`config.mk`:
```
export PLATFORM = sky130hd
export DESIGN_NAME = rv32_fetch_queue
export DESIGN_NICKNAME = d
export VERILOG_FILES = /design/src/rtl/rv32_pipeline_pkg.sv /design/src/rtl/rv32_fetch_fifo.sv /design/src/rtl/rv32_fetch_queue.sv
export SDC_FILE = /design/constraint.sdc
export NUM_CORES = 1
export LEC_CHECK = 0
export BUFFER_PORTS_ARGS = -buffer_cell sky130_fd_sc_hd__buf_2
export CORE_UTILIZATION = 59
export CTS_CLUSTER_DIAMETER = 120
export DETAILED_ROUTE_END_ITERATION = 8
export PLACE_DENSITY = 0.81
export SKIP_CTS_REPAIR_TIMING = 1
export SLEW_MARGIN = 20
export SYNTH_ARGS = -nofsm -noshare
export SYNTH_HDL_FRONTEND = slang
export SYNTH_SLANG_ARGS = --single-unit
```
`constraint.sdc`:
```
create_clock -name clk -period 8.22 [get_ports clk]
set_input_delay 0.822 -clock clk [delete_from_list [all_inputs] [get_ports clk]]
set_output_delay 0.822 -clock clk [all_outputs]
set_load 0.1 [all_outputs]
```
`src/rtl/rv32_pipeline_pkg.sv`:
```
// Shared pipeline types for the RV32 front end: instruction word and the
// {pc, instruction} record carried from fetch to decode.
package rv32_pipeline_pkg;

  typedef logic [31:0] word_t;

  typedef struct packed {
    word_t pc;
    word_t instruction;
  } fetch_entry_t;

  localparam word_t PC_STEP = 32'd4;

  // Fetch addresses are always word aligned; the low two bits are dropped.
  function automatic word_t align_pc(input word_t addr);
    return {addr[31:2], 2'b00};
  endfunction

endpackage

```
`src/rtl/rv32_fetch_fifo.sv`:
```
// Circular FIFO of fetch entries with synchronous flush; pointers wrap at
// DEPTH (power of two). A push is accepted when full if a pop happens too.
module rv32_fetch_fifo
  import rv32_pipeline_pkg::*;
#(
  parameter int DEPTH = 4,
  localparam int AW = $clog2(DEPTH),
  localparam int CW = AW + 1
) (
  input  logic         clk,
  input  logic         rst,
  input  logic         flush,
  input  logic         push,
  input  fetch_entry_t wdata,
  input  logic         pop,
  output fetch_entry_t rdata,
  output logic         full,
  output logic         empty,
  output logic [CW-1:0] count
);

  fetch_entry_t  mem [DEPTH];
  logic [AW-1:0] wr_ptr;
  logic [AW-1:0] rd_ptr;
  logic          do_push;
  logic          do_pop;

  assign full    = (count == CW'(DEPTH));
  assign empty   = (count == '0);
  assign do_pop  = pop && !empty;
  assign do_push = push && (!full || do_pop);
  assign rdata   = mem[rd_ptr];

  always_ff @(posedge clk or posedge rst) begin
    if (rst) begin
      wr_ptr <= '0;
      rd_ptr <= '0;
      count  <= '0;
    end else if (flush) begin
      wr_ptr <= '0;
      rd_ptr <= '0;
      count  <= '0;
    end else begin
      if (do_push) wr_ptr <= wr_ptr + AW'(1);
      if (do_pop)  rd_ptr <= rd_ptr + AW'(1);
      count <= count + CW'(do_push) - CW'(do_pop);
    end
  end

  // Storage needs no reset: nothing is read until count says it was written.
  always_ff @(posedge clk) begin
    if (do_push) mem[wr_ptr] <= wdata;
  end

endmodule

```
`src/rtl/rv32_fetch_queue.sv`:
```
// RV32 instruction fetch queue: issues sequential fetches, tags responses
// with their PC, buffers them for decode and flushes on redirect.
// Optional same-cycle bypass is enabled with macro RV32_FETCH_BYPASS_EN.
module rv32_fetch_queue
  import rv32_pipeline_pkg::*;
#(
  parameter word_t PC_RESET_VALUE = 32'h0000_0000,
  parameter int    DEPTH          = 4
) (
  input  logic  clk,
  input  logic  rst,
  output logic  imem_req_valid,
  input  logic  imem_req_ready,
  output word_t imem_req_addr,
  input  logic  imem_rsp_valid,
  input  word_t imem_rsp_data,
  output logic  if_valid,
  input  logic  if_ready,
  output word_t if_instruction,
  output word_t if_pc,
  input  logic  redirect_valid,
  input  word_t redirect_pc
);

  localparam int CW = $clog2(DEPTH) + 1;

  logic [CW-1:0] outstanding;
  logic [CW-1:0] drop_cnt;
  logic [CW-1:0] occupancy;
  logic [CW:0]   in_use;
  word_t         fetch_pc;
  word_t         rsp_pc;

  logic          fifo_full;
  logic          fifo_empty;
  logic          fifo_push;
  logic          fifo_pop;
  fetch_entry_t  fifo_head;
  fetch_entry_t  rsp_entry;
  fetch_entry_t  out_entry;

  logic          req_fire;
  logic          rsp_keep;
  logic          bypass_hit;
  logic          out_fire;

  // Credit check counts in-flight requests too, so a response always has room.
  assign in_use         = {1'b0, occupancy} + {1'b0, outstanding};
  assign imem_req_valid = !rst && !redirect_valid && (in_use < (CW+1)'(DEPTH));
  assign imem_req_addr  = rst ? '0 : fetch_pc;
  assign req_fire       = imem_req_valid && imem_req_ready;

  assign rsp_keep  = imem_rsp_valid && !redirect_valid && (drop_cnt == '0);
  assign rsp_entry = '{pc: rsp_pc, instruction: imem_rsp_data};

`ifdef RV32_FETCH_BYPASS_EN
  assign bypass_hit = rsp_keep && fifo_empty;
`else
  assign bypass_hit = 1'b0;
`endif

  assign out_entry      = fifo_empty ? rsp_entry : fifo_head;
  assign if_valid       = !rst && !redirect_valid && (!fifo_empty || bypass_hit);
  assign if_pc          = rst ? '0 : out_entry.pc;
  assign if_instruction = rst ? '0 : out_entry.instruction;
  assign out_fire       = if_valid && if_ready;

  assign fifo_pop  = out_fire && !fifo_empty;
  assign fifo_push = rsp_keep && !(bypass_hit && if_ready) && (!fifo_full || fifo_pop);

  rv32_fetch_fifo #(.DEPTH(DEPTH)) u_fifo (
    .clk   (clk),
    .rst   (rst),
    .flush (redirect_valid),
    .push  (fifo_push),
    .wdata (rsp_entry),
    .pop   (fifo_pop),
    .rdata (fifo_head),
    .full  (fifo_full),
    .empty (fifo_empty),
    .count (occupancy)
  );

  // Every arriving response retires one outstanding request, kept or dropped.
  always_ff @(posedge clk or posedge rst) begin
    if (rst) begin
      outstanding <= '0;
      drop_cnt    <= '0;
      fetch_pc    <= PC_RESET_VALUE;
      rsp_pc      <= PC_RESET_VALUE;
    end else begin
      outstanding <= outstanding + CW'(req_fire) - CW'(imem_rsp_valid);
      if (redirect_valid) begin
        fetch_pc <= align_pc(redirect_pc);
        rsp_pc   <= align_pc(redirect_pc);
        drop_cnt <= outstanding - CW'(imem_rsp_valid);
      end else begin
        if (req_fire) fetch_pc <= fetch_pc + PC_STEP;
        if (rsp_keep) rsp_pc   <= rsp_pc + PC_STEP;
        if (imem_rsp_valid && (drop_cnt != '0)) drop_cnt <= drop_cnt - CW'(1);
      end
    end
  end

endmodule
```
==> out/metrics.json, run 1 <==
{
  "grt": {
    "grt.overflow.total": 0,
    "grt_pass1_wl_um": 47900,
    "grt.total_usage": 0.257,
    "grt_start_max_net_pins": 74,
    "number_of_antenna_violations_at_the_first_check_in_global_routing": 0,
    "grt_pass1_vias": 8946
  },
  "timing": {
    "slew_headroom": 0.363,
    "timing.final.crit_share": 0.481,
    "final_max_slew_viols": 0,
    "min_period_ns": 3.95,
    "rsz0062_at_grt": "false",
    "setup_total_negative_slack_ns": 0,
    "achievable-frequency_ghz": 0.253,
    "finalHoldViolations": 0,
    "tightest_slew_ns": 0.956,
    "timing.final.setup_violations": 0,
    "worst_clock_skew_ns": 0.0144
  },
  "logic_synthesis": {
    "ys_seq_elements": 321,
    "post_synth.cell_area_avg_um2": 13.9,
    "yosysWarningCount": 0,
    "synth_cells": 1017,
    "synth.distinct_cells": 50,
    "number_of_enable_type_register_cells_in_the_synthesized_netlist": 248,
    "sequential_element_share_of_the_synthesized_area": 0.654,
    "synth.cell_area_um2": 14200,
    "yosys_most_used_dff": "edfxtp_1",
    "asyncSetResetFlopFracSynth": 0.227
  },
  "floorplanning": {
    "initial_core_util": 0.602,
    "die_height_um": 157,
    "die-area_um2": 24600,
    "core_area_um2": 23500,
    "placement_rows": 56,
    "boundaryPins": 168,
    "chipWidth_um": 157
  },
  "place": {
    "placed_cells": 1452,
    "finalWeightedCongestion": 0.873,
    "portBuffers": 161,
    "hpwl_um": 17900
  },
  "final_layout": {
    "final_util": 0.696,
    "antenna_cells": 0,
    "drive_above_1_share": 0.259,
    "area.growth.synth_to_final_pct": 15.6,
    "fin_nets": 1257,
    "fill_cells": 1608,
    "finish.cell_count_without_fillers": 1514
  },
  "drt": {
    "drt_wl_total_um": 30700,
    "wire_per_inst_um": 20.3,
    "dr.first_iter.drc_count": 658,
    "vias": 9093,
    "viasPerCell": 6.01,
    "drc_errors_left": 0,
    "drt.antenna.violating_nets": 0,
    "drt_pass1_iterations": 5
  },
  "hold_path": {
    "hold-path-cell-count": 1,
    "hold_path_class": "input pin to flop",
    "hold_path.startpoint": "imem_rsp_data[27]",
    "hold-path-endpoint": "u_fifo.mem[0][27]"
  },
  "setup_path": {
    "critical_path.n_buffers_inverters": 2,
    "crit_path_top_delay_cell": "buf_4",
    "endpoint_kind": "primary output",
    "sequence_of_cells_on_the_critical_path": "buf_4 > mux4_2 > nand2_1 > a21oi_1 > buf_2",
    "worst-path-max-fanout": 44,
    "cpLargestDelayFamily": "buffers and inverters",
    "crit_required_ns": 7.40,
    "reg2reg_from": "u_fifo.count[2]",
    "reg2reg_setup_slack_ns": 4.49,
    "r2r-end": "outstanding[2]",
    "cp.arrival_ns": 3.13,
    "timing.critical_path.slowest_cell_delay_ns": 0.77,
    "worst-setup-path-type": "flop to primary output",
    "critical_path.startpoint_type": "flop",
    "rr_worst_depth": 10
  },
  "cts": {
    "cts-root-buf": "clkbuf_16",
    "cts_made_buffers": 34,
    "cts_sinks": 321,
    "cts_tree": "yes",
    "clock_path_buffers": 3,
    "cts.clk_slew.worst_paths_ns": 0.06,
    "cts-htree-levels": 2,
    "clk_latency_ns": 0.51
  },
  "power_and_ir_drop": {
    "power.total_mw": 4.76,
    "worst_ir_drop_vdd_mv": 0.145,
    "static-leakage-power_nw": 6.03,
    "cellPowerDensity_nw_per_um2": 291
  },
  "run_status": {
    "run_status": "finished clean"
  },
  "job": {
    "cap_violations": 0
  }
}
-- cell families (layout without fill, tap and decap cells) --
| family | after synthesis | in the layout | share of synthesized area |
|---|---|---|---|
| adder cells (fa/ha/maj) | 18 | 18 | 0.0170 |
| buffers and inverters | 80 | 255 | 0.0234 |
| XOR/XNOR | 41 | 41 | 0.0253 |
| AO/OA/AOI/OAI | 147 | 147 | 0.0607 |
| other | 1 | 4 | 0.000265 |
| multiplexers | 69 | 69 | 0.104 |
| AND/OR/NAND/NOR | 340 | 340 | 0.115 |
| flip-flops | 321 | 321 | 0.654 |
-- layout by cell type (no fill, tap or decap), types with 4 or more instances in the layout --
master,count
mux2i_1,4
clkinv_1,8
nand4_1,16
xor2_1,29
mux4_2,62
clkbuf_8,5
buf_4,13
xnor2_1,12
o21ai_0,35
or4_1,5
and3_1,8
nand2b_1,4
nand2_1,179
ha_1,16
nor2b_1,28
nand3_1,38
conb_1,4
inv_1,18
nor2_1,27
a21boi_0,4
a21oi_1,71
edfxtp_1,248
clkbuf_1,4
and2_2,4
dfrtp_1,71
and4_1,6
nor3_1,8
clkbuf_16,37
buf_2,160
o211ai_1,20
o311ai_0,7
-- Yosys cell counts, types with 2 or more instances --
master / number / area [um2]
a21boi_0: 4 / 30.0
nor3_1: 10 / 50.1
mux4_2: 62 / 1400
and4_1: 6 / 52.6
xnor2_1: 12 / 105
edfxtp_1: 248 / 7450
a21oi_1: 71 / 355
xor2_1: 29 / 254
buf_2: 12 / 60.1
mux2_2: 3 / 33.8
inv_1: 19 / 71.3
o211ai_1: 20 / 150
nand2_1: 179 / 672
or4_1: 5 / 37.5
and3_1: 8 / 50.1
nor2b_1: 28 / 175
nand4_1: 16 / 100
o21ai_0: 35 / 175
buf_1: 7 / 26.3
dfrtp_1: 73 / 1830
fa_1: 2 / 40.0
o31a_1: 3 / 26.3
o311ai_0: 7 / 61.3
nand2b_1: 4 / 25.0
nor2_1: 27 / 101
mux2i_1: 4 / 40.0
ha_1: 16 / 200
clkbuf_1: 36 / 135
or3_1: 4 / 25.0
a31oi_1: 2 / 12.5
and2_1: 6 / 37.5
buf_4: 4 / 30.0
nand3_1: 38 / 190
-- worst max path at each step --
stage,from,endpoint,slack [ns],depth (start not counted)
global placement,rst,outstanding[2],4.08,10
global route,u_fifo.rd_ptr[0],if_instruction[18],4.00,5
finish,u_fifo.rd_ptr[0],if_instruction[18],4.27,5
CTS,u_fifo.rd_ptr[0],if_pc[3],4.17,5
floorplan,redirect_valid,if_valid,3.86,4
detailed placement,rst,outstanding[2],4.04,10
-- per-stage QoR --
step	worst slack [ns]	instance area, um2	hold slack (ns)
2_1_floorplan	3.86	14200	0.493
3_3_place_gp	4.08	15200	0.516
3_5_place_dp	4.04	15200	0.527
4_1_cts	4.17	16400	0.515
5_1_grt	4.00	16400	0.529
6_report	4.27	16400	0.543
-- routing by layer --
metal,GRT usage,share of wire,vias to the layer above
li1,-,-,4107
met1,0.365,0.43,4522
met2,0.411,0.47,412
met3,0.0405,0.077,52
met4,0.0859,0.022,0
met5,0,0,-
-- flip-flops by register name, summed over array words and instances, names as in the netlist --
register,count
drop_cnt,3
fetch_pc,30
outstanding,3
rsp_pc,30
u_fifo.count,3
u_fifo.mem,248
u_fifo.rd_ptr,2
u_fifo.wr_ptr,2
-- report_power, final --
| group | total, mW | internal, mW | leakage, nW | switching (mW) |
|---|---|---|---|---|
| sequential | 1.94 | 1.85 | 3.12 | 0.0959 |
| clock | 1.53 | 0.925 | 0.558 | 0.605 |
| combinational | 1.29 | 0.262 | 2.36 | 1.03 |
-- area by class of cell --
class                      instances  area, um2  area share
multi-input combinational        619       4600       0.281
timing repair buffer             173        898      0.0548
clock inverter                    16        128     0.00779
clock buffer                      46       1010      0.0616
tap                              319        399      0.0244
sequential                       321       9280       0.566
inverter                          20       75.1     0.00458
Note: power is estimated with default switching activity, not from simulation.
==> run 2, diff against run 1 <==
ABC_AREA = 1   (was default)
CORE_UTILIZATION = 53   (was 59)
PLACE_DENSITY = 0.76   (was 0.81)
clock period = 3.52 ns   (was 8.22 ns; I/O delays follow)
==> out/metrics.json, run 2 <==
{
  "run_status": {
    "run_status": "finished clean"
  },
  "logic_synthesis": {
    "ys_seq_elements": 321,
    "number_of_enable_type_register_cells_in_the_synthesized_netlist": 248,
    "synth_top_area_share": 0.480,
    "synth.cells.most_frequent": "edfxtp_1, nand2_1, nor2_1",
    "post_synth.cell_area_avg_um2": 9.77,
    "yosys_most_used_dff": "edfxtp_1",
    "netlist_top_cells_area": "edfxtp_1, dfrtp_1, o21ai_0",
    "synth_cells": 1588,
    "most_frequent_cell_after_synthesis": "edfxtp_1",
    "synth_largest_area_cell": "edfxtp_1",
    "synth.distinct_cells": 41,
    "sequential_element_share_of_the_synthesized_area": 0.598,
    "asyncSetResetFlopFracSynth": 0.227,
    "yosysWarningCount": 0,
    "synth.cell_area_um2": 15500
  },
  "cts": {
    "cts-root-buf": "clkbuf_16",
    "cts.clk_slew.worst_paths_ns": 0.06,
    "cts_sinks": 321,
    "cts_made_buffers": 34,
    "cts-htree-levels": 2,
    "cts_tree": "yes",
    "clock_path_buffers": 3,
    "clk_latency_ns": 0.52
  },
  "floorplanning": {
    "core_area_um2": 28800,
    "placement_rows": 62,
    "initial_core_util": 0.539,
    "chipWidth_um": 173,
    "boundaryPins": 168,
    "die-area_um2": 30000,
    "die_height_um": 173
  },
  "final_layout": {
    "largest_register": "u_fifo.mem",
    "largestRegisters": "u_fifo.mem: 248 flops, fetch_pc: 30 flops, rsp_pc: 30 flops",
    "fin_nets": 1824,
    "final_cell_mix": "edfxtp_1, nand2_1, nor2_1, o21ai_0",
    "fin_area_um2": 17900,
    "largest_register_ff_count": 248,
    "area.growth.synth_to_final_pct": 15.5,
    "final_common_cell": "edfxtp_1",
    "antenna_cells": 0,
    "drive_above_1_share": 0.171
  },
  "grt": {
    "grt_pass1_wl_um": 61000,
    "grt.total_usage": 0.255,
    "grt.overflow.total": 0,
    "grt_start_max_net_pins": 126,
    "number_of_antenna_violations_at_the_first_check_in_global_routing": 0,
    "grt_pass1_vias": 11800
  },
  "setup_path": {
    "sequence_of_cells_on_the_critical_path": "nor2_1 > nand2_1 > buf_4 > buf_4 > o21ai_0 > o21bai_1 > inv_1 > buf_2",
    "timing.critical_path.slowest_cell_delay_ns": 0.44,
    "crit_path_top_delay_cell": "dfrtp_1",
    "worst-path-max-fanout": 34,
    "endpoint_kind": "primary output",
    "crit_required_ns": 3.17,
    "worst-setup-path-type": "flop to primary output",
    "cp.arrival_ns": 2.68,
    "reg2reg_setup_slack_ns": 0.79,
    "critical_path.startpoint_type": "flop",
    "crit_top_cell": "buf_4"
  },
  "drt": {
    "drc_errors_left": 0,
    "vias": 12200,
    "drt_wl_total_um": 38400,
    "drt.antenna.violating_nets": 0,
    "wire_per_inst_um": 17.9,
    "viasPerCell": 5.69,
    "dr.first_iter.drc_count": 1174,
    "drt_pass1_iterations": 5
  },
  "timing": {
    "worst_clock_skew_ns": 0.0194,
    "setup_total_negative_slack_ns": 0,
    "timing.final.crit_share": 0.863,
    "slew_headroom": 0.459,
    "tightest_slew_ns": 0.810,
    "final_max_slew_viols": 0,
    "min_period_ns": 3.04,
    "timing.final.setup_violations": 0,
    "achievable-frequency_ghz": 0.329,
    "rsz0062_at_grt": "false",
    "finalHoldViolations": 0
  },
  "power_and_ir_drop": {
    "swShare": 0.382,
    "cellPowerDensity_nw_per_um2": 653,
    "static-leakage-power_nw": 7.46,
    "power.share.combinational": 0.291,
    "power.share.clock": 0.311,
    "total_internal_power_mw": 7.24,
    "switching_power_mw": 4.47,
    "worst_ir_drop_vdd_mv": 0.339,
    "power.sequential.fraction": 0.398
  },
  "place": {
    "place_area_um2": 16800,
    "portBuffers": 161,
    "finalWeightedCongestion": 0.917,
    "hpwl_um": 24100
  },
  "job": {
    "cap_violations": 0
  },
  "hold_path": {
    "hold_path_class": "input pin to flop"
  }
}
==> run 2: logic make-up (layout without fill, tap and decap cells) <==
| family | Yosys count | after routing | share of synthesized area |
|---|---|---|---|
| xor+xnor | 19 | 19 | 0.0107 |
| simple gates | 586 | 586 | 0.166 |
| compound gates | 389 | 389 | 0.143 |
| fa+ha+maj | 18 | 18 | 0.0155 |
| buf+inv | 254 | 425 | 0.0664 |
| flops | 321 | 321 | 0.598 |
| other cells | 1 | 4 | 0.000242 |
==> run 2: path summary, 6_finish.rpt <==
path,from,end,cells past startpoint
setup / recovery,u_fifo.count[1],if_pc[16],8
hold / removal,imem_rsp_data[21],u_fifo.mem[3][21],1
setup reg to reg,drop_cnt[0],u_fifo.mem[1][55],8
hold reg to reg,outstanding[1],outstanding[2],1
max in group asynchronous,rst,u_fifo.rd_ptr[0],4
min in group asynchronous,rst,u_fifo.count[2],2
==> run 2: critical path: cells and delay by family, from the launching register on <==
| kind | cells | cell delay, ns |
|---|---|---|
| buffers and inverters | 4 | 1.18 |
| DFF | 1 | 0.44 |
| AOI/OAI and AO/OA | 2 | 0.34 |
| and+or+nand+nor | 2 | 0.17 |
==> run 2: area by class of cell <==
cell class,count,area [um2]
clock buffer,41,887
clock inverter,21,246
fill,2285,10900
inverter,173,653
multi-input combinational,1016,5250
sequential,321,9280
tap,384,480
timing repair buffer,190,1120
==> run 2: power by group through the flow <==
stage | logic, mW | registers (mW) | clock network, mW
6_report | 3.41 | 4.66 | 3.64
5_1_grt | 3.63 | 4.69 | 3.83
4_1_cts | 3.42 | 4.65 | 3.68
3_5_place_dp | 3.41 | 4.73 | 0
3_3_place_gp | 3.35 | 4.71 | 0
2_1_floorplan | 2.75 | 4.64 | 0
==> run 2: stage by stage <==
| step | setup WS (ns) | util | instances | hold WS (ns) | power [mW] |
|---|---|---|---|---|---|
| 3_5_place_dp | 0.786 | 0.583 | 2084 | 0.502 | 8.13 |
| 3_3_place_gp | 0.871 | 0.583 | 2084 | 0.494 | 8.06 |
| 6_report | 0.483 | 0.623 | 2146 | 0.0568 | 11.7 |
| 5_1_grt | 0.332 | 0.623 | 2146 | 0.0532 | 12.2 |
| 4_1_cts | 0.478 | 0.623 | 2146 | 0.0432 | 11.8 |
| 2_1_floorplan | -0.597 | - | 1591 | 0.451 | 7.39 |
==> run 2: metal layers <==
layer | GRT usage | part of all wire
met5 | 0 | 0
met4 | 0.0911 | 0.021
met3 | 0.0374 | 0.077
met2 | 0.425 | 0.49
met1 | 0.341 | 0.42
